--- src/rtl/bit_tick_gen.sv ---
// Free-running bit-period divider: while run is high, tick pulses in the last
// of every DIV cycles. Holding run low or pulsing clear restarts the period.
module bit_tick_gen #(
  parameter int DIV = 1
) (
  input  logic clk,
  input  logic rst,
  input  logic clear,
  input  logic run,
  output logic tick
);

  localparam int CW = (DIV > 1) ? $clog2(DIV) : 1;
  localparam logic [CW-1:0] LAST = CW'(DIV - 1);

  logic [CW-1:0] div_cnt;

  assign tick = run && (div_cnt == LAST);

  // The count restarts on every tick, so it never passes DIV-1.
  always_ff @(posedge clk or posedge rst) begin
    if (rst) begin
      div_cnt <= '0;
    end else if (clear || !run || tick) begin
      div_cnt <= '0;
    end else begin
      div_cnt <= div_cnt + CW'(1);
    end
  end

endmodule

--- src/rtl/sll_serializer.sv ---
// Parallel-in, serial-out transmitter: sends a BITS-wide word MSB first, DIV
// cycles per bit, with a per-bit strobe for sll_register and a done pulse.
module sll_serializer #(
  parameter int BITS = 32,
  parameter int DIV  = 1
) (
  input  logic            clk,
  input  logic            rst,
  input  logic            i_sclr,
  input  logic            i_valid,
  input  logic [BITS-1:0] i_data,
  output logic            o_ready,
  output logic            o_dat,
  output logic            o_en,
  output logic            o_busy,
  output logic            o_done
);

  typedef enum logic {
    IDLE  = 1'b0,
    SHIFT = 1'b1
  } state_t;

  localparam int BW = $clog2(BITS + 1);
  localparam logic [BW-1:0] LAST_BIT = BW'(BITS - 1);

  state_t          state;
  state_t          state_nxt;
  logic [BITS-1:0] shift_reg;
  logic [BW-1:0]   bit_cnt;
  logic            done_q;
  logic            running;
  logic            tick;
  logic            load;
  logic            last;

  assign running = (state == SHIFT);
  assign o_done  = done_q;

  bit_tick_gen #(
    .DIV(DIV)
  ) u_tick (
    .clk  (clk),
    .rst  (rst),
    .clear(i_sclr),
    .run  (running),
    .tick (tick)
  );

  always_ff @(posedge clk or posedge rst) begin
    if (rst) begin
      state <= IDLE;
    end else begin
      state <= state_nxt;
    end
  end

  // Clear overrides both the load decision and the final-bit exit.
  always_comb begin
    state_nxt = state;
    load      = 1'b0;
    last      = 1'b0;
    o_ready   = 1'b0;
    o_busy    = 1'b0;
    o_en      = 1'b0;
    o_dat     = 1'b0;
    case (state)
      IDLE: begin
        o_ready = 1'b1;
        if (i_valid) begin
          load      = 1'b1;
          state_nxt = SHIFT;
        end
      end
      SHIFT: begin
        o_busy = 1'b1;
        o_en   = tick;
        o_dat  = shift_reg[BITS-1];
        if (tick && (bit_cnt == LAST_BIT)) begin
          last      = 1'b1;
          state_nxt = IDLE;
        end
      end
      default: state_nxt = IDLE;
    endcase
    if (i_sclr) begin
      state_nxt = IDLE;
      load      = 1'b0;
      last      = 1'b0;
    end
  end

  always_ff @(posedge clk or posedge rst) begin
    if (rst) begin
      shift_reg <= '0;
      bit_cnt   <= '0;
      done_q    <= 1'b0;
    end else begin
      done_q <= last;
      if (i_sclr) begin
        shift_reg <= '0;
        bit_cnt   <= '0;
      end else if (load) begin
        shift_reg <= i_data;
        bit_cnt   <= '0;
      end else if (running && tick) begin
        shift_reg <= {shift_reg[BITS-2:0], 1'b0};
        bit_cnt   <= last ? '0 : bit_cnt + BW'(1);
      end
    end
  end

endmodule

--- config.mk ---
export PLATFORM = sky130hd
export DESIGN_NAME = sll_serializer
export DESIGN_NICKNAME = d
export VERILOG_FILES = /design/src/rtl/bit_tick_gen.sv /design/src/rtl/sll_serializer.sv
export SDC_FILE = /design/constraint.sdc
export NUM_CORES = 1
export LEC_CHECK = 0
export CORE_ASPECT_RATIO = 1.5
export CORE_MARGIN = 2
export CORE_UTILIZATION = 50
export CTS_CLUSTER_SIZE = 24
export DETAILED_ROUTE_END_ITERATION = 16
export MAX_ROUTING_LAYER = met4
export PLACE_DENSITY = 0.88
export SLEW_MARGIN = 20
export SYNTH_ARGS = -nofsm -noshare
export SYNTH_HDL_FRONTEND = slang
export SYNTH_SLANG_ARGS = --single-unit
--- constraint.sdc ---
create_clock -name clk -period 1.85 [get_ports clk]
set_input_delay 0.555 -clock clk [delete_from_list [all_inputs] [get_ports clk]]
set_output_delay 0.555 -clock clk [all_outputs]
set_load 0.01 [all_outputs]
# After elaboration in Yosys (flattened, before gate mapping)
# Cells that the tools add are included.
# classes
add_sub_neg,2
muxes,21
eq_ne,1
n_reduce_logical,7
bitwise_logic,2
# op_table
op,n
$mux W32,3
$mux W6,4
$mux W1,13
$add A6 B1 Y6 const B,1
$eq A6 B5 Y1 const B,1
$logic_and A1 B1 Y1,3
$reduce_bool A3 Y1,1
$logic_or A1 B1 Y1,2
$not A1 Y1,2
$pmux W1 S2,1
$add A1 B1 Y1 const B,1
$logic_not A1 Y1,1
# totals
output_inout_bits,5
in_bits,36
ff_bits,41

# Longest topological paths before layout
# logic_depth
ltp_word,10
depth_mapped,6
ltp_nobuf,5

# Modules after synthesis
# A second synthesis with hierarchy kept.
# unflattened
cells_unflattened,196
area_unflattened_um2,2015.7
# by_module_without_submodules
mod,cells_per_inst,n_inst,area_per_inst_um2
sll_serializer,192,1,1969.4
bit_tick_gen,4,1,46.3

# Worst setup path after synthesis
# OpenSTA, ideal clock, no wires.
# synth_timing
path_type,flip-flop to output port
from,register state (netlist: running)
to,output port o_en
t_arrival_ns,0.847
path_buffers,1
path_slack_ns,0.448
path_stages_with_launch,4
t_required_ns,1.295
cell_sequence,dfrtp_1 -> nand2b_1 -> buf_2 -> inv_1
# synth_via
elab_chain_cells,2
# synth_lines
element,line,rtl
from (decl),sll_serializer.sv:27,state_t state;
from (signal assigned),sll_serializer.sv:54,state <= state_nxt;
$logic_and A1 B1 Y1,bit_tick_gen.sv:18,assign tick = run && (div_cnt == LAST);
$mux W1 *,sll_serializer.sv:67,case (state)
to (decl),sll_serializer.sv:14,"output logic o_en,"
# Every way passes the cells marked *; elsewhere a longest branch is shown, timed or not.

# Worst setup path in the final report
# Ends and elaborated chain as after synthesis.

==> PnR_summary.wiki <==
{| class="wikitable"
! Metric !! Value
|-
| Internal Power || 1.53 mW
|-
| Bufs on Longest Clock Path || 2
|-
| Mean number of vias per cell || 5.34
|-
| Worst-path clk slew || 0.08 ns
|-
| Met2 Wirelength || 2160 µm
|-
| Portion of total power attributed to sequential cells || 0.494
|-
| Wire length of the first global-routing pass || 6670 µm
|-
| Final Hold Vio Count || 0
|-
| Final routed wire length divided by cell count || 13.4 µm
|-
| Arrival time of the worst setup path || 1.19 ns
|-
| Die Area || 0.00428 mm²
|-
| Flip-flop count of the largest register after layout || 32
|-
| Hold-fix buffers at CTS || 0
|-
| Die Span Y || 79.1 µm
|-
| Overflow left after global routing || 0
|-
| Top achievable clock speed || 0.574 GHz
|-
| Wl on met1 || 1710 µm
|-
| Number of instances in the synthesized netlist || 218
|-
| Type of destination of the critical path || primary output
|-
| Number of antenna violations at the first check in global routing || 0
|-
| Commonest non-fill, non-tap cells in the layout || dfrtp_1, nand2_1, clkdlybuf4s50_1
|-
| Type of the worst min-delay path || flop to flop
|-
| Worst-skew pair later-pin latency || 0.30 ns
|-
| Filler Cells Inserted || 281
|-
| Pin count of the biggest net entering global routing || 42
|-
| Beginning of the worst hold path || bit_cnt[5]
|-
| Drt first-iter violations || 57
|-
| Met3 wire len || 139 µm
|-
| Cell taking the most area after synthesis || dfrtp_1
|-
| Setup crit start kind || flop
|-
| Via Count || 1634
|-
| Category of the critical setup timing path || flop to primary output
|-
| Slew Viols, Final || 0
|-
| Outcome || completed
|-
| Area growth, synth to finish || 33.3%
|-
| ANT cells || 0
|-
| Setup TNS || 0 ns
|-
| Initial Util || 0.515
|-
| Gr usage total || 0.221
|-
| Final Skew || 0.0109 ns
|-
| HPWL after detailed placement || 2680 µm
|-
| Antenna violation net count after detailed routing || 0
|-
| Final GP Congestion || 0.782
|-
| Maxcap violations || 0
|-
| Synthesized area per cell || 8.63 µm²
|-
| Combinational share of power || 0.148
|-
| Fraction of the yosys area taken by sequential cells || 0.546
|-
| Data required time of the critical path || 1.29 ns
|-
| Share of power burned in the clock network || 0.358
|-
| Total power density per cell area || 817 mW/mm²
|-
| Unique masters post-synth || 30
|-
| Post-DP Area || 0.00239 mm²
|-
| Total number of clock tree sinks || 41
|-
| Largest voltage drop on the vdd net || 0.742 mV
|-
| Fraction of power spent switching nets || 0.253
|-
| Setup violators final || 0
|-
| Top metal layer carrying routed signals || met4
|-
| CP Launch Point || running
|-
| Synth Cell Area || 0.00188 mm²
|-
| Total CTS buffers || 5
|-
| Highest net fanout along the worst path || 5
|-
| Horiz. Die Dim || 54.1 µm
|-
| CTS H-tree lvls || 2
|-
| # port buffers || 40
|-
| Row Count || 27
|-
| Cell leakage power || 1.11 nW
|-
| Overall routed net length || 4090 µm
|-
| Proportion of netlist area held by the largest area contributor || 0.546
|-
| Core outline area || 0.00365 mm²
|-
| Footprint of the multi-input gates || 787 µm²
|-
| Synth Net Count || 255
|-
| Setup repair after global routing missed its margin || no
|-
| Net Switching || 0.518 mW
|-
| Final critical-path share of the clock period || 0.941
|-
| Worst flop-to-flop path startpoint || running
|-
| Count of synthesis-stage warnings from yosys || 0
|-
| Final min period || 1.74 ns
|-
| Sequential cell area in the final layout || 0.00103 mm²
|-
| Buffer cell driving the clock tree root || clkbuf_8
|-
| Synth top area cells || dfrtp_1, a21oi_1, o21ai_0
|-
| Flip-flop and latch count after synthesis || 41
|-
| First-pass detailed-route iteration total || 4
|-
| Fin Hold WS || 0.514 ns
|-
| Final cell area excluding filler cells || 0.00251 mm²
|-
| Commonest non-fill, non-tap cell in the layout || dfrtp_1
|-
| Vias in the first global route || 1505
|-
| Top-level I/O count || 41
|-
| Nets || 299
|-
| Total power consumption of the routed design || 2.05 mW
|-
| TritonCTS clock tree || built
|-
| Share of cells above drive strength 1 || 0.0913
|-
| Post-route DRC || 0
|-
| End-of-flow core utilization || 0.687
|}
## Yosys cell counts
cell type	n
a21oi_1	33
a21oi_4	1
a32o_1	1
and2_1	1
buf_2	4
clkbuf_1	8
clkbuf_2	1
conb_1	1
dfrtp_1	41
ha_1	1
inv_1	4
nand2_1	37
nand2b_1	1
nand2b_2	1
nand3_1	2
nand3_2	1
nand3b_1	2
nand4_1	1
nor2_1	35
nor3b_1	1
o2111ai_1	1
o211a_1	1
o21ai_0	29
o21ai_1	2
o311ai_0	1
o31ai_1	1
or3_1	2
or3b_1	1
or4_1	1
xor2_1	2
## critical path, cell delays in order, from the launching register on
cell and delay [ns]:
dfrtp_2 0.44, nand2b_1 0.09, inv_1 0.07, dlygate4sd2_1 0.28
## metrics by stage
stage               instances  setup WS (ns)
floorplan                 218          0.349
global placement          297        -0.0117
detailed placement        297        -0.0376
CTS                       306        0.00701
global route              306         0.0415
finish                    306          0.109
## per-layer routing
metal | vias up | global-route usage
met3 | 6 | 0.0470
met1 | 773 | 0.276
met5 | - | -
met4 | 0 | 0.105
li1 | 821 | -
met2 | 34 | 0.339
## worst paths after layout
kind / cells after the start / endpoint / slack, ns
max: 3 / o_en / 0.11
min: 1 / bit_cnt[5] / 0.51
max reg2reg: 6 / shift_reg[24] / 0.32
min reg2reg: 1 / bit_cnt[5] / 0.51
max in group asynchronous: 3 / running / 1.03
min in group asynchronous: 3 / shift_reg[16] / 0.60
## kinds of logic (layout without fill, tap and decap cells)
family	Yosys count	count (layout)	synth area share
flip-flops	41	41	0.546
AO/OA/AOI/OAI	70	70	0.203
buffers and inverters	17	62	0.0373
XOR/XNOR	2	2	0.00932
adder cells (fa/ha/maj)	1	1	0.00665
AND/OR/NAND/NOR	86	86	0.196
other	1	1	0.00199
## cell type report
| type | instances | share of cell area |
|---|---|---|
| repair buffers | 50 | 0.203 |
| flip-flops and latches | 41 | 0.410 |
| multi-input cells | 160 | 0.314 |
| inverters | 4 | 0.00599 |
| clock buffers | 5 | 0.0275 |
| clock inverters | 3 | 0.0185 |
| well taps | 43 | 0.0215 |
## what timing repair did
action / in CTS / in global routing
pin swaps: 0 / 0
endpoints found under the setup margin: 4 / 2
gates resized for setup: 4 / 3
buffers inserted: 1 / 0
## power by group through the flow
stage               registers (mW)  clock network (mW)  logic (mW)
CTS                           1.01               0.744       0.307
detailed placement            1.03                   0       0.304
floorplan                     1.02                   0       0.160
global route                  1.02               0.785       0.340
finish                        1.01               0.733       0.303
global placement              1.02                   0       0.297
Note: power is estimated with default switching activity, not from simulation.
